[config.mk]
export PLATFORM = sky130hd
export DESIGN_NAME = fetch_unit
export DESIGN_NICKNAME = d
export VERILOG_FILES = /design/src/rtl/fetch_unit.sv
export SDC_FILE = /design/constraint.sdc
export NUM_CORES = 1
export LEC_CHECK = 0
export ABC_CLOCK_PERIOD_IN_PS = 2750
export BUFFER_PORTS_ARGS = -buffer_cell sky130_fd_sc_hd__buf_2
export CORE_MARGIN = 10
export CORE_UTILIZATION = 30
export CTS_CLUSTER_SIZE = 28
export DETAILED_ROUTE_END_ITERATION = 16
export MAX_ROUTING_LAYER = met4
export SYNTH_ARGS = -nofsm -noshare
export SYNTH_HDL_FRONTEND = slang
export SYNTH_SLANG_ARGS = --single-unit
[constraint.sdc]
create_clock -name clk -period 2.75 [get_ports clk]
set_input_delay 0.6875 -clock clk [delete_from_list [all_inputs] [get_ports clk]]
set_output_delay 0.6875 -clock clk [all_outputs]
set_load 0.01 [all_outputs]
[src/rtl/fetch_unit.sv]
// Instruction-fetch stage: owns the PC, drives a one-cycle instruction memory and
// feeds a registered IF/ID stage with stall skid buffering, redirect squash and halt.
module fetch_unit #(
  parameter logic [15:0] RESET_PC  = 16'h0000,
  parameter logic [15:0] PC_STEP   = 16'd2,
  parameter logic [15:0] HALT_INST = 16'hEFFF
) (
  input  logic        clk,
  input  logic        rst,
  output logic [15:0] im_addr,
  input  logic [15:0] im_inst,
  input  logic        stall,
  input  logic        redirect,
  input  logic [15:0] redirect_pc,
  output logic        ifid_valid,
  output logic [15:0] ifid_inst,
  output logic [15:0] ifid_pc,
  output logic        halted
);

  typedef enum logic {RUN, HALT} state_t;

  state_t      state;
  logic [15:0] pc;
  logic [15:0] f1_pc;
  logic        f1_v;
  logic [15:0] skid;
  logic        skid_v;
  logic [15:0] word;

  assign im_addr = pc;
  // A word parked during a stall is older than whatever memory now returns.
  assign word    = skid_v ? skid : im_inst;

  always_ff @(posedge clk or negedge rst) begin
    if (!rst) begin
      state      <= RUN;
      pc         <= RESET_PC;
      f1_pc      <= 16'h0000;
      f1_v       <= 1'b0;
      skid       <= 16'h0000;
      skid_v     <= 1'b0;
      ifid_valid <= 1'b0;
      ifid_inst  <= 16'h0000;
      ifid_pc    <= 16'h0000;
      halted     <= 1'b0;
    end else if (redirect) begin
      state      <= RUN;
      pc         <= {redirect_pc[15:1], 1'b0};
      f1_v       <= 1'b0;
      skid_v     <= 1'b0;
      ifid_valid <= 1'b0;
      halted     <= 1'b0;
    end else if (state == HALT) begin
      if (!stall) begin
        ifid_valid <= 1'b0;
      end
    end else if (stall) begin
      // Memory re-reads pc at this edge, so the in-flight word must be captured now.
      if (f1_v && !skid_v) begin
        skid   <= im_inst;
        skid_v <= 1'b1;
      end
    end else begin
      ifid_valid <= f1_v;
      ifid_inst  <= word;
      ifid_pc    <= f1_pc;
      skid_v     <= 1'b0;
      pc         <= pc + PC_STEP;
      f1_pc      <= pc;
      if (f1_v && word == HALT_INST) begin
        state  <= HALT;
        halted <= 1'b1;
        f1_v   <= 1'b0;
      end else begin
        f1_v <= 1'b1;
      end
    end
  end

endmodule

==> out/summary.txt <==
Number of buffers on the longest clock path: 2
Post-synthesis mux area share: 18.82%
EDFF count, synth: 0
Pre-Repair DR Iteration Count: 4
Layout cells sized above 1: 40.36%
Main synth FF type: dfrtp_1
Final HPWL DP: 6394 um
Clock edge transition at the registers on the reported setup and hold paths: 0.06 ns
Clock skew: 0.005646 ns
Antenna viol nets, final: 0
Final nets: 421
Static Leak: 2.016 nW
DIE WIDTH: 129.8 um
Post-Synth XOR/XNOR Area: 2.663%
Max-cap viol count: 0
Die Span Y: 129.8 um
# rows: 40
# fillers: 1189
Hold Crit Class: input pin to async pin
Initial cell density of the core: 30.37%
CTS tree: done
Register area share after synthesis: 56.73%
CTS Buf Count: 9
Synth top area cells: dfrtp_1 57%, mux2_2 15%, mux2i_1 3.9%, xor2_1 2.4%, nor2_1 2.4%
Total core area: 0.01191 mm2
Crit. End Element: flip-flop
Avg Synthesized Cell Area: 12.14 um2
Crit start category: flip-flop
WS Path Type: flip-flop to flip-flop
Yosys warning total: 0
CTS root buf: clkbuf_16
First-iteration detailed-routing DRC count: 102
Power per standard cell area: 772.5 mW/mm2
Later-pin clock latency in the skew report: 0.33 ns
Setup TNS Final: 0 ns
Routed WL: 8509 um
Final hold vios: 0
Diodes inserted: 0
CTS Hold Bufs: 0
Remaining global-route overflow: 0
Post-Layout Cell Count: 536
Most frequent cells in the layout: 82 x dfrtp_1, 81 x buf_2, 48 x mux2_2, 23 x nor2_1, 21 x nand2_1
Commonest non-fill, non-tap cell in the layout: dfrtp_1
# clock sinks: 82
Data required, critical path: 2.96 ns
Multi-input logic area: 0.001478 mm2
VDD IR max: 469.1 uV
Crit share post-route: 65.37%
Vias in the first global route: 2815
Worst-path fanout max: 12
Per-cell routed wire length: 15.88 um
Mapped Area: 0.003617 mm2
Residual DRC: 0
Pins Over Slew Limit: 0
Outcome: finished, final reports clean
RePlAce Congestion: 0.7673
Max Freq: 556.3 MHz
Via count: 2546
First-pass GRT wire length: 14030 um
Antenna violations before repair: 0
Main combinational cell family by area after synthesis: multiplexers
Top Ports: 86
Synth Instances: 298
CTS resizes: 0
Post-Synth Adder-Cell Area: 0.3459%
Worst r2r path cells: 5
Synth unique cells: 40
Post-synthesis async set-or-reset flop share: 100.0%
GRT Total Usage: 10.86%
Slew HR: 62.39%
Largest net degree at the start of global routing: 44
Placed cell count: 520
Final number of setup-violating endpoints: 0
H-tree depth: 3
Synth top area share: 56.73%
Crit path arrival time: 2.01 ns
Area grow syn2layout: 25.60%
Tmin final: 1.798 ns
Register Area: 0.002052 mm2
Compound-cell area share of the yosys netlist: 6.053%
Synthesized flop and latch total: 82
RSZ-0062 raised after global routing: false
Tightest Pin Transition: 0.5641 ns
Simple-gate share of the synthesized area: 12.59%
Via density: 4.750
Cell accounting for the most synthesized area: dfrtp_1
Die Footprint: 0.01685 mm2
Post-CTS setup buffer count: 0
Port Buf Inserts: 82
Final hold slack: 0.3415 ns
power by group:
| group | total [mW] | internal, mW | switching [mW] | leakage [nW] |
|---|---|---|---|---|
| Sequential | 1.57 | 1.43 | 0.142 | 0.985 |
| Clock | 1.37 | 0.914 | 0.461 | 0.167 |
| Combinational | 0.565 | 0.291 | 0.273 | 0.864 |
logic make-up (layout without fill, tap and decap cells):
logic type      after synthesis  in the layout
mux                          62             62
other cells                   1              2
compound gates               38             38
xor+xnor                     11             11
fa+ha+maj                     1              1
simple gates                 84             84
flops                        82             82
buf+inv                      19            109
routing by layer:
metal,wire length (um),track usage (%)
met3,661,4.625
met1,3892,12.69
met4,89,2.976
met5,0,-
met2,3865,16.82
cells in the mapped netlist, types with 2 or more instances:
cell      number
nor2_1        23
xor2_1        10
mux2_2        48
a31oi_1        2
o21ai_0       15
buf_2          6
and3_1         3
or4_1          2
a21oi_1       14
nand2_1       21
nand4b_1       2
dfrtp_1       82
mux2i_1       14
clkbuf_1       5
nand4_1        9
nand2b_1       3
inv_1          3
buf_4          3
nand3_1        9
and4_1         2
nor2b_1        3
layout make-up:
| cell class | instances | share of cell area, % |
|---|---|---|
| flip-flops and latches | 82 | 45.17 |
| multi-input cells | 198 | 32.53 |
| repair buffers | 90 | 10.41 |
| clock buffers | 12 | 5.425 |
| well taps | 147 | 4.048 |
| clock inverters | 4 | 2.176 |
| inverters | 3 | 0.2479 |
worst paths after layout:
kind | start | slack [ns] | to
min in group clk | f1_pc[4] | 0.50 | ifid_pc[4]
max reg2reg | skid_v | 0.95 | f1_v
max | skid_v | 0.95 | f1_v
max in group asynchronous | rst | 1.69 | ifid_inst[12]
min reg2reg | f1_pc[4] | 0.50 | ifid_pc[4]
min | rst | 0.34 | ifid_pc[8]
flip-flops by register name (all words and copies together) (netlist names):
signal	count
f1_pc	15
state	1
ifid_inst	16
skid_v	1
skid	16
halted	1
ifid_pc	15
ifid_valid	1
im_addr	15
f1_v	1
stage by stage:
stage                     power, mW  setup WS, ns  instance area, um2  utilization [%]
after CTS                     3.570        0.9007                4543            38.14
after detailed placement      2.177        0.7164                4198            35.24
after floorplan               1.903        0.8270                3621                -
after global routing          3.699        0.8013                4543            38.14
final                         3.509        0.9523                4543            38.14
after global placement        2.152        0.7383                4198            35.24
worst max-delay path, stage by stage (launching register included):
cell and delay, ns:
dfrtp_1 0.69, buf_4 0.27, nand2_1 0.08, nor2_1 0.10, o2111ai_1 0.20, o41a_1 0.35
(Power assumes the default switching activity.)
